$ cat src/rtl/if_fetch_if.sv
// Fetch-stage bus: hazard/redirect controls, instruction memory port and
// the IF/ID register feed. The fetch unit takes the master modport; the
// environment (hazard unit, memory, IF/ID register) takes the slave modport.
interface if_fetch_if;
    logic        stall;
    logic        redirect;
    logic [31:0] redirect_pc;
    logic        imem_req;
    logic [31:0] imem_addr;
    logic        imem_rdy;
    logic [31:0] imem_rdata;
    logic [31:0] pc4;
    logic [31:0] inst;
    logic        ifid_en;

    modport master (
        input  stall,
        input  redirect,
        input  redirect_pc,
        output imem_req,
        output imem_addr,
        input  imem_rdy,
        input  imem_rdata,
        output pc4,
        output inst,
        output ifid_en
    );

    modport slave (
        output stall,
        output redirect,
        output redirect_pc,
        input  imem_req,
        input  imem_addr,
        output imem_rdy,
        output imem_rdata,
        input  pc4,
        input  inst,
        input  ifid_en
    );
endinterface

$ cat src/rtl/if_fetch.sv
// Instruction fetch stage: keeps the PC, issues word-aligned fetches to the
// instruction memory and hands one instruction per strobe to the IF/ID
// register. A returned word is parked in a buffer while the pipeline is
// stalled, and a redirect that arrives during an unfinished request is
// remembered until that request completes so its data can be discarded.
module if_fetch #(
    parameter logic [31:0] RESET_PC = 32'h0000_0000
) (
    input logic        Clk,
    input logic        Clrn,
    if_fetch_if.master bus
);

    typedef enum logic [1:0] {
        FETCH = 2'd0,
        HOLD  = 2'd1,
        FLUSH = 2'd2
    } state_t;

    state_t      r_state;
    state_t      w_state_nxt;
    logic [31:0] r_pc;
    logic [31:0] w_pc_nxt;
    logic [31:0] r_buf_inst;
    logic [31:0] w_buf_inst_nxt;
    logic [31:0] r_tgt;
    logic [31:0] w_tgt_nxt;

    logic [31:0] w_redirect_tgt;
    logic [31:0] w_pc_plus4;
    logic        w_deliver;
    logic        w_use_buf;
    logic        w_ifid_en;

    // Redirect targets are forced onto a word boundary.
    assign w_redirect_tgt = bus.redirect_pc & ~32'd3;
    // Wraps naturally modulo 2^32.
    assign w_pc_plus4     = r_pc + 32'd4;

    // Next-state and delivery decode; redirect always beats stall.
    always_comb begin
        w_state_nxt    = r_state;
        w_pc_nxt       = r_pc;
        w_buf_inst_nxt = r_buf_inst;
        w_tgt_nxt      = r_tgt;
        w_deliver      = 1'b0;
        w_use_buf      = 1'b0;

        case (r_state)
            FETCH: begin
                if (bus.imem_rdy) begin
                    if (bus.redirect) begin
                        w_pc_nxt = w_redirect_tgt;
                    end else if (bus.stall) begin
                        w_buf_inst_nxt = bus.imem_rdata;
                        w_state_nxt    = HOLD;
                    end else begin
                        w_deliver = 1'b1;
                        w_pc_nxt  = w_pc_plus4;
                    end
                end else if (bus.redirect) begin
                    // Address must stay put until the memory answers.
                    w_tgt_nxt   = w_redirect_tgt;
                    w_state_nxt = FLUSH;
                end
            end

            HOLD: begin
                w_use_buf = 1'b1;
                if (bus.redirect) begin
                    w_pc_nxt    = w_redirect_tgt;
                    w_state_nxt = FETCH;
                end else if (!bus.stall) begin
                    w_deliver   = 1'b1;
                    w_pc_nxt    = w_pc_plus4;
                    w_state_nxt = FETCH;
                end
            end

            FLUSH: begin
                if (bus.redirect) begin
                    w_tgt_nxt = w_redirect_tgt;
                end
                if (bus.imem_rdy) begin
                    // A redirect landing in the completing cycle wins over tgt.
                    w_pc_nxt    = bus.redirect ? w_redirect_tgt : r_tgt;
                    w_state_nxt = FETCH;
                end
            end

            default: begin
                w_state_nxt = FETCH;
            end
        endcase
    end

    // State registers with synchronous active-low reset.
    always_ff @(posedge Clk) begin
        if (!Clrn) begin
            r_state    <= FETCH;
            r_pc       <= RESET_PC;
            r_buf_inst <= '0;
            r_tgt      <= '0;
        end else begin
            r_state    <= w_state_nxt;
            r_pc       <= w_pc_nxt;
            r_buf_inst <= w_buf_inst_nxt;
            r_tgt      <= w_tgt_nxt;
        end
    end

    assign w_ifid_en     = Clrn & w_deliver;

    assign bus.imem_req  = Clrn & (r_state != HOLD);
    assign bus.imem_addr = r_pc;
    assign bus.ifid_en   = w_ifid_en;
    assign bus.pc4       = w_pc_plus4;
    // Zeroed when not strobing so an undriven memory bus never leaks X.
    assign bus.inst      = !w_ifid_en ? '0 :
                           (w_use_buf ? r_buf_inst : bus.imem_rdata);

endmodule

$ cat src/flat_wrapper.sv
// flat-port wrapper written by rule: the top's interface ports become plain ports
module if_fetch_flat 
#(
    parameter logic [31:0] RESET_PC = 32'h0000_0000
)
  (Clk, Clrn, bus_stall, bus_redirect, bus_redirect_pc, bus_imem_req, bus_imem_addr, bus_imem_rdy, bus_imem_rdata, bus_pc4, bus_inst, bus_ifid_en);
  if_fetch_if bus_i ();
  input logic Clk;
  input logic Clrn;
  input wire logic [$bits(bus_i.stall)-1:0] bus_stall;
  input wire logic [$bits(bus_i.redirect)-1:0] bus_redirect;
  input wire logic [$bits(bus_i.redirect_pc)-1:0] bus_redirect_pc;
  output wire logic [$bits(bus_i.imem_req)-1:0] bus_imem_req;
  output wire logic [$bits(bus_i.imem_addr)-1:0] bus_imem_addr;
  input wire logic [$bits(bus_i.imem_rdy)-1:0] bus_imem_rdy;
  input wire logic [$bits(bus_i.imem_rdata)-1:0] bus_imem_rdata;
  output wire logic [$bits(bus_i.pc4)-1:0] bus_pc4;
  output wire logic [$bits(bus_i.inst)-1:0] bus_inst;
  output wire logic [$bits(bus_i.ifid_en)-1:0] bus_ifid_en;
  assign bus_i.stall = bus_stall;
  assign bus_i.redirect = bus_redirect;
  assign bus_i.redirect_pc = bus_redirect_pc;
  assign bus_imem_req = bus_i.imem_req;
  assign bus_imem_addr = bus_i.imem_addr;
  assign bus_i.imem_rdy = bus_imem_rdy;
  assign bus_i.imem_rdata = bus_imem_rdata;
  assign bus_pc4 = bus_i.pc4;
  assign bus_inst = bus_i.inst;
  assign bus_ifid_en = bus_i.ifid_en;
  if_fetch #(.RESET_PC(RESET_PC)) u_core (.Clk(Clk), .Clrn(Clrn), .bus(bus_i));
endmodule
$ cat config.mk
export PLATFORM = sky130hd
export DESIGN_NAME = if_fetch_flat
export DESIGN_NICKNAME = d
export VERILOG_FILES = /design/src/rtl/if_fetch_if.sv /design/src/rtl/if_fetch.sv /design/src/flat_wrapper.sv
export SDC_FILE = /design/constraint.sdc
export NUM_CORES = 1
export LEC_CHECK = 0
export ABC_AREA = 1
export CAP_MARGIN = 5
export CORE_MARGIN = 5
export CORE_UTILIZATION = 48
export DETAILED_ROUTE_END_ITERATION = 12
export PLACE_DENSITY = 0.88
export SETUP_SLACK_MARGIN = 0.2
export SLEW_MARGIN = 20
export SYNTH_ARGS = -nofsm -noshare
export SYNTH_HDL_FRONTEND = slang
export SYNTH_SLANG_ARGS = --single-unit
$ cat constraint.sdc
create_clock -name Clk -period 2.1 [get_ports Clk]
set_clock_uncertainty 0.15 [all_clocks]
set_input_delay 0.42 -clock Clk [delete_from_list [all_inputs] [get_ports Clk]]
set_output_delay 0.42 -clock Clk [all_outputs]
set_load 0.03 [all_outputs]
== After elaboration in Yosys (flattened, before gate mapping) ==
Index checks and enable logic that the tools add are counted.
W data, S select, Z words.
Word-level totals
  register bits after elaboration: 98
  word-level logic and storage cells: 48
Cells by class
  bitwise operators: 3
  eq/ne operators: 10
  reductions and logical operators: 7
  add/subtract/negate cells: 1
  multiplexer cells: 23
Operators by type and width (number)
  $mux W32: 8
  $pmux W32 S3: 1
  $pmux W32 S2: 1
  $add A32 B3 Y32 const B: 1
  $mux W2: 7
  $ne A3 B3 Y1 const B: 4
  $ne A2 B2 Y1 const B: 3
  $pmux W2 S3: 1
  $reduce_and A5 Y1: 1
  $mux W1: 4
  $reduce_and A4 Y1: 1
  $reduce_and A3 Y1: 1
  $reduce_bool A3 Y1: 1
  $and A1 B1 Y1: 2
  $eq A2 B1 Y1 const B: 1
  $eq A2 B2 Y1 const B: 1
  $logic_not A2 Y1: 1
  $ne A2 B1 Y1 const B: 1
  $pmux W1 S2: 1
  $reduce_and A2 Y1: 1
  $reduce_bool A2 Y1: 1
  $not A1 Y1: 1

== Longest topological paths before layout ==
Gate-level depths: netlist of the first run.
  depth in word-level cells: 6
  depth in mapped cells: 10
  gate-level depth less buffers: 10

== Least setup slack after synthesis of the first run ==
OpenSTA, ideal clock, no wires.
  path kind: input to output
  from: input port Clrn
  to: output port bus_inst[10]
  slack: -356 ps
  arrival: 1886 ps
  cell stages on the path: 5
  path through: clkinv_1 nor4_4 inv_2 buf_2 a21oi_1
On the way
  cells in the longest elaborated chain, start to end: 2
Ends and longest elaborated chain
  start: declaration: line flat_wrapper.sv:9  | input logic Clrn;
  $and A1 B1 Y1: line if_fetch.sv:112  | assign w_ifid_en = Clrn & w_deliver;
  net bus_ifid_en: line flat_wrapper.sv:19  | output wire logic [$bits(bus_i.ifid_en)-1:0] bus_ifid_en;
  $mux W32: line if_fetch.sv:119  | assign bus.inst = !w_ifid_en ? '0 :
  end: declaration: line flat_wrapper.sv:18  | output wire logic [$bits(bus_i.inst)-1:0] bus_inst;
The timed path passes the listed nets, and every way through them passes these cells.

== Worst setup path in the final report of the first run ==
  from: register u_core.r_pc[6], in the netlist u_core.bus.imem_addr[6]
  to: output port bus_pc4[18]
On the way
  cells in the longest elaborated chain, start to end: 1
Ends and longest elaborated chain
  start: declaration: line if_fetch.sv:22  | logic [31:0] r_pc;
  start signal: assignment: line if_fetch.sv:106  | r_pc <= w_pc_nxt;
  $add A32 B3 Y32: line if_fetch.sv:38  | assign w_pc_plus4 = r_pc + 32'd4;
  end: declaration: line flat_wrapper.sv:17  | output wire logic [$bits(bus_i.pc4)-1:0] bus_pc4;
Every way passes these cells.

==> impl_metrics.yaml, run 1 <==
logic_synthesis:
  synth.area.top_cells: "dfxtp_1 35%, nand2_1 14%, nor2_1 10%"
  synth_nets: 949
  synth_top_flop_cell: "dfxtp_1"
  synthCells: 879
  synth_seq_area_share: 0.350
  yosys.area.top_type_share: 0.350
  ys_warn_count: 0
  yosys.area.top_type: "dfxtp_1"
  synth-async-reset-ratio: 0
  synth_edf_count: 0
  synth.avg_cell_area_um2: 6.38
  ys_seq_elements: 98
  synth.distinct_cells: 33
  synthesis.area_um2: 5610
floorplan:
  die_w_um: 118
  start_util: 0.491
  die_area_um2: 13900
  placementRows: 39
  io_pins: 167
  coreArea_um2: 11400
  die_h_um: 118
critical_path:
  slowest_stage: "dfxtp_4"
  r2r_cells: 9
  end_kind: "output port"
  worstSetupPathType: "reg2out"
  worst_ep_arrival_time_ns: 2.02
  max_stage_delay_ns: 0.41
  required_ns: 1.53
  crit_top_cell: "nand2_1"
  r2r_slack_ns: -0.25
  worstSetupStartpointType: "register"
  crit_start: "u_core.bus.imem_addr[6]"
  r2r_start: "u_core.r_state[1]"
  worstPathCellList: "nand2_1 -> nor2_2 -> nand2_4 -> buf_12 -> nor2_4 -> nand2_1 -> nand2_2 -> buf_6"
  reg2reg_to: "u_core.bus.imem_addr[15]"
  path_max_fanout: 5
global_route:
  grt_pass1_vias: 6981
  grt_pass1_wl_um: 35100
  gr-total-overflow: 0
  antenna_found_initial: 1
  grtUsageTotal: 0.302
  grt_max_degree: 74
cells_and_area:
  final_common_cell: "nand2_1"
  mostFrequentLayoutCells: "154 x nand2_1, 134 x nor2_1, 90 x buf_6"
  n_fill_cell: 511
  design_area_um2: 9770
  area.sequential_um2: 2020
  utilization: 0.855
  multi_input_area_um2: 4050
  layout-drive-gt1-share: 0.349
  final_nets: 1177
  syn_to_final_growth_pct: 74.1
worst_hold_path:
  min_path_type: "reg2reg"
  hold_end: "u_core.r_tgt[0]"
  hold_depth: 2
  worstHoldStart: "u_core.r_tgt[0]"
clock_tree:
  clock-root-buffer: "clkbuf_16"
  cts_tree: "built"
  clk_latency_ns: 0.36
  cts_hold_buf: 0
  cts_sinks: 98
  htreeDepth: 3
  cts_buffers: 9
  cts.clk_slew.worst_paths_ns: 0.07
  max-clock-path-buffers: 2
pwr:
  combPwrFrac: 0.328
  power.density_nw_per_um2: 605
  switching_share: 0.360
  power_w: 0.00591
  p_int_w: 0.00378
  clkPwrFrac: 0.304
  p_leak_nw: 4.11
  ir_drop_v: 0.000500
  p_sw_w: 0.00213
  sequentialPowerShare: 0.368
sta:
  hold_viol: 0
  period_needed_ns: 2.59
  finalSetupViolations: 64
  setup_ws_ns: -0.490
  grt_setup_unrepaired: "yes"
  timing.slew.headroom: 0.427
  slew_viol_final: 0
  fmax_ghz: 0.386
  period_share: 1.23
  tightest_slew_ns: 0.850
run_status:
  status: "finished with violations"
  violations: "setup timing"
place:
  place.gp.congestion: 0.853
  post_dp_cell_area_um2: 7960
  dp_worst_setup_slack_ns: -0.373
  numPortBuffers: 164
  dp_hpwl_um: 13300
routing:
  drt-pass1-iter-count: 9
  post-route-drc-count: 0
  vias: 8064
  wl_um: 28700
  vias_per_cell: 6.42
  wire_per_inst_um: 22.8
  drtAntennaViolNets: 0
  drtIter0Drc: 1434
job:
  maxCapViolations: 0
[synth_stat cells (2+ instances only)]
library cell and instances:
a21oi_1 67, nor2_2 7, o21ai_1 10, and2_1 5, nor2_1 154, nand3b_1 5
nand2_1 215, nand3_1 29, o31ai_1 21, xnor2_1 4, o21ai_0 75, nand2_2 5
buf_4 4, inv_1 79, clkinv_1 2, nor2_4 2, xor2_1 3, o22ai_2 10
o22ai_1 14, a31oi_1 9, a211oi_1 2, buf_2 17, clkbuf_1 21, buf_6 8
inv_2 6, dfxtp_1 98
[power by group through the flow]
stage | Combinational [W] | Sequential (W) | Clock, W
2_1_floorplan | 0.000838 | 0.00227 | 0
3_3_place_gp | 0.00151 | 0.00216 | 0
3_5_place_dp | 0.00154 | 0.00217 | 0
4_1_cts | 0.00165 | 0.00214 | 0.00174
5_1_grt | 0.00201 | 0.00218 | 0.00186
6_report | 0.00194 | 0.00218 | 0.00180
[cell families after synthesis]
family,after synthesis,synth area share
AND/OR/NAND/NOR,426,0.312
AO/OA/AOI/OAI,209,0.216
buffers and inverters,138,0.110
flip-flops,98,0.350
XOR/XNOR,7,0.0109
adder cells (fa/ha/maj),1,0.00223
[timing repair]
action,in CTS,in global routing
hold endpoints to repair,0,0
pin swaps,36,42
gates resized for setup,176,100
endpoints found under the setup margin,98,148
gates cloned,3,6
buffers inserted,30,29
[worst max-delay path, delay by kind of cell, from the launching register on]
family	cells	cell delay, ns
buffers and inverters	2	0.28
flip-flops	1	0.41
AND/OR/NAND/NOR	6	0.97
[worst max path at each step]
stage	to	slack, ns	depth (start not counted)
3_5_place_dp	bus_inst[5]	-0.37	9
6_report	bus_pc4[18]	-0.49	8
5_1_grt	bus_pc4[18]	-0.44	8
3_3_place_gp	bus_inst[10]	-0.32	9
4_1_cts	bus_inst[5]	-0.36	9
2_1_floorplan	bus_inst[10]	-0.09	5
[sequential cells by signal, indices dropped and copies added (netlist names)]
register,cells
u_core.r_state,2
u_core.r_tgt,32
u_core.bus.imem_addr,32
u_core.r_buf_inst,32
[routing by layer]
layer  up-vias  track usage  share of wire
li1       3291            -              -
met1      3692        0.353           0.33
met2       792        0.501           0.45
met3       289       0.0793           0.12
met4         0        0.170          0.091
met5         -            0              0
[cell type report]
type | instances | share of cell area
antenna | 1 | 0.000256
clock buffer | 11 | 0.0260
timing repair buffer | 268 | 0.290
multi-input combinational | 643 | 0.415
inverter | 87 | 0.0375
tap | 143 | 0.0183
sequential | 98 | 0.207
clock inverter | 5 | 0.00589
[stage by stage]
stage / std cells / setup TNS, ns / hold WS (ns)
floorplan: 879 / -2.80 / 0.275
global placement: 1171 / -11.33 / 0.284
detailed placement: 1171 / -13.90 / 0.292
CTS: 1220 / -16.14 / 0.307
global route: 1256 / -18.74 / 0.357
finish: 1256 / -17.74 / 0.344
(Power assumes the default switching activity.)
==> run 2, diff against run 1 <==
ABC_AREA = unset   (was 1)
CORE_UTILIZATION = 50   (was 48)
PLACE_DENSITY = 0.92   (was 0.88)
clock period = 3.2 ns   (was 2.1 ns; I/O delays follow)
==> run 2 against run 1 <==
The run now ends clean. Flip-flop and latch count unchanged. Total power shrank 50%. Design area is 23% lower. Combinational power fell by 61%. Clock power is 55% lower. Synthesized cell count shrank 14%. Cell count down 15%. Critical path type is now in2out. Largest power group unchanged.
==> impl_metrics.yaml, run 2 <==
clock_tree:
  clock-root-buffer: "clkbuf_8"
  cts_sinks: 98
  cts_hold_buf: 0
  cts.clk_slew.worst_paths_ns: 0.09
  max-clock-path-buffers: 2
  htreeDepth: 3
  cts_tree: "built"
  cts_buffers: 9
  clk_latency_ns: 0.38
critical_path:
  required_ns: 2.41
  end_kind: "output port"
  worstSetupStartpointType: "input port"
  path_max_fanout: 18
  worst_ep_arrival_time_ns: 2.18
  worstSetupPathType: "in2out"
cells_and_area:
  final_nets: 991
  design_area_um2: 7550
  final_common_cell: "nand2_1"
  antenna_cells: 0
  fin_cells: 1062
  mostFrequentLayoutCells: "228 x nand2_1, 116 x a21oi_1, 101 x clkdlybuf4s50_1"
  layout-drive-gt1-share: 0.178
  syn_to_final_growth_pct: 42.4
pwr:
  p_leak_nw: 2.99
  switching_share: 0.329
  p_int_w: 0.00197
  clkPwrFrac: 0.278
  power.density_nw_per_um2: 388
  sequentialPowerShare: 0.461
  combPwrFrac: 0.261
  p_sw_w: 0.000963
  ir_drop_v: 0.000220
global_route:
  grt_pass1_vias: 5696
  grt_pass1_wl_um: 28900
  gr-total-overflow: 0
  grt_max_degree: 42
  grtUsageTotal: 0.277
  antenna_found_initial: 0
routing:
  drt-pass1-iter-count: 6
  wire_per_inst_um: 18.1
  post-route-drc-count: 0
  drtIter0Drc: 870
  drtAntennaViolNets: 0
  vias_per_cell: 6.01
  vias: 6379
  wl_um: 19200
sta:
  slew_viol_final: 0
  finalSetupTns_ns: 0
  fmax_ghz: 0.337
  grt_setup_unrepaired: "no"
  finalSetupViolations: 0
  hold_viol: 0
  tightest_slew_ns: 0.653
  period_share: 0.927
  timing.slew.headroom: 0.563
  period_needed_ns: 2.97
  whs_ns: 0.306
place:
  dp_hpwl_um: 12600
  dp_cells: 1038
  post_dp_cell_area_um2: 7170
  numPortBuffers: 164
  place.gp.congestion: 1.01
floorplan:
  die_w_um: 113
  io_pins: 167
  die_h_um: 113
  coreArea_um2: 10300
  placementRows: 37
  die_area_um2: 12800
  start_util: 0.514
logic_synthesis:
  synth_common_cells: "229 x nand2_1, 117 x a21oi_1, 98 x dfxtp_1"
  synthesis.area_um2: 5310
  yosys.area.top_type: "dfxtp_1"
  synth.area.top_cells: "dfxtp_1 37%, nand2_1 16%, a21oi_1 11%"
  synth_top_flop_cell: "dfxtp_1"
  synth_seq_area_share: 0.370
  synth.distinct_cells: 55
  synth.avg_cell_area_um2: 7.04
  ys_warn_count: 0
  yosys.area.top_type_share: 0.370
  synth_most_common_cell: "nand2_1"
  synthCells: 754
  synth-async-reset-ratio: 0
  ys_seq_elements: 98
  synth_edf_count: 0
  synth_nets: 824
worst_hold_path:
  min_path_type: "reg2reg"
job:
  maxCapViolations: 0
run_status:
  status: "finished, final reports clean"
run 2: changes by cell type in the layout (fill, tap and decap cells not counted), moves of 27 or more:
cell,delta
nand2_1,+74
nand2_2,-45
a21oi_4,-32
buf_6,-89
a21oi_1,+85
clkdlybuf4s50_1,+39
dlygate4sd2_1,-27
buf_4,+29
o21ai_0,-51
nor2_1,-106
inv_1,-66
run 2: power groups by stage:
stage,registers (W),clock network [W],logic [W]
detailed placement,0.00137,0,0.000749
global placement,0.00137,0,0.000737
finish,0.00135,0.000815,0.000764
floorplan,0.00142,0,0.000353
global route,0.00136,0.000861,0.000811
CTS,0.00134,0.000811,0.000749
run 2: routing by layer:
| layer | routed length (um) | up-vias | global-route usage |
|---|---|---|---|
| met5 | 0 | - | 0 |
| met1 | 7340 | 2916 | 0.349 |
| met4 | 783 | 0 | 0.103 |
| li1 | - | 2948 | - |
| met3 | 2190 | 76 | 0.0626 |
| met2 | 8930 | 439 | 0.462 |
run 2: logic make-up after synthesis:
logic type	count (synthesis)	synth area share
fa+ha+maj	1	0.00236
buf+inv	74	0.0557
simple gates	350	0.297
flops	98	0.370
xor+xnor	28	0.0462
compound gates	203	0.229
run 2: stage by stage:
step / worst slack [ns] / utilization / total power (W)
4_1_cts: 0.0299 / 0.725 / 0.00290
6_report: 0.232 / 0.732 / 0.00293
5_1_grt: 0.160 / 0.732 / 0.00303
3_5_place_dp: 0.0975 / 0.695 / 0.00212
2_1_floorplan: 0.108 / - / 0.00177
3_3_place_gp: 0.166 / 0.695 / 0.00210
run 2: worst paths after layout:
path / startpoint / endpoint / cells past startpoint / slack, ns
setup / recovery: Clrn / bus_inst[1] / 7 / 0.23
setup reg to reg: u_core.r_state[1] / u_core.bus.imem_addr[21] / 6 / 0.83
hold reg to reg: u_core.r_tgt[14] / u_core.r_tgt[14] / 2 / 0.31
hold / removal: u_core.r_tgt[14] / u_core.r_tgt[14] / 2 / 0.31
run 2: timing repair:
action / in CTS / in global routing
setup endpoints to repair: 49 / 54
setup buffers: 4 / 1
pin swaps: 5 / 3
gates resized for setup: 68 / 53
cloned: 1 / 2
run 2: layout make-up:
class	count	area, um^2
Clock buffer	10	128
Clock inverter	6	66.3
Fill cell	751	2770
Inverter	10	37.5
Multi-Input combinational cell	582	3160
Sequential cell	98	1990
Tap cell	136	170
Timing Repair Buffer	220	2010
run 2: critical path: stages:
cell and delay [ns]:
clkdlybuf4s50_1 0.55, inv_2 0.07, nor2_2 0.17, nand2_4 0.14
buf_16 0.20, a21oi_1 0.19, buf_4 0.20
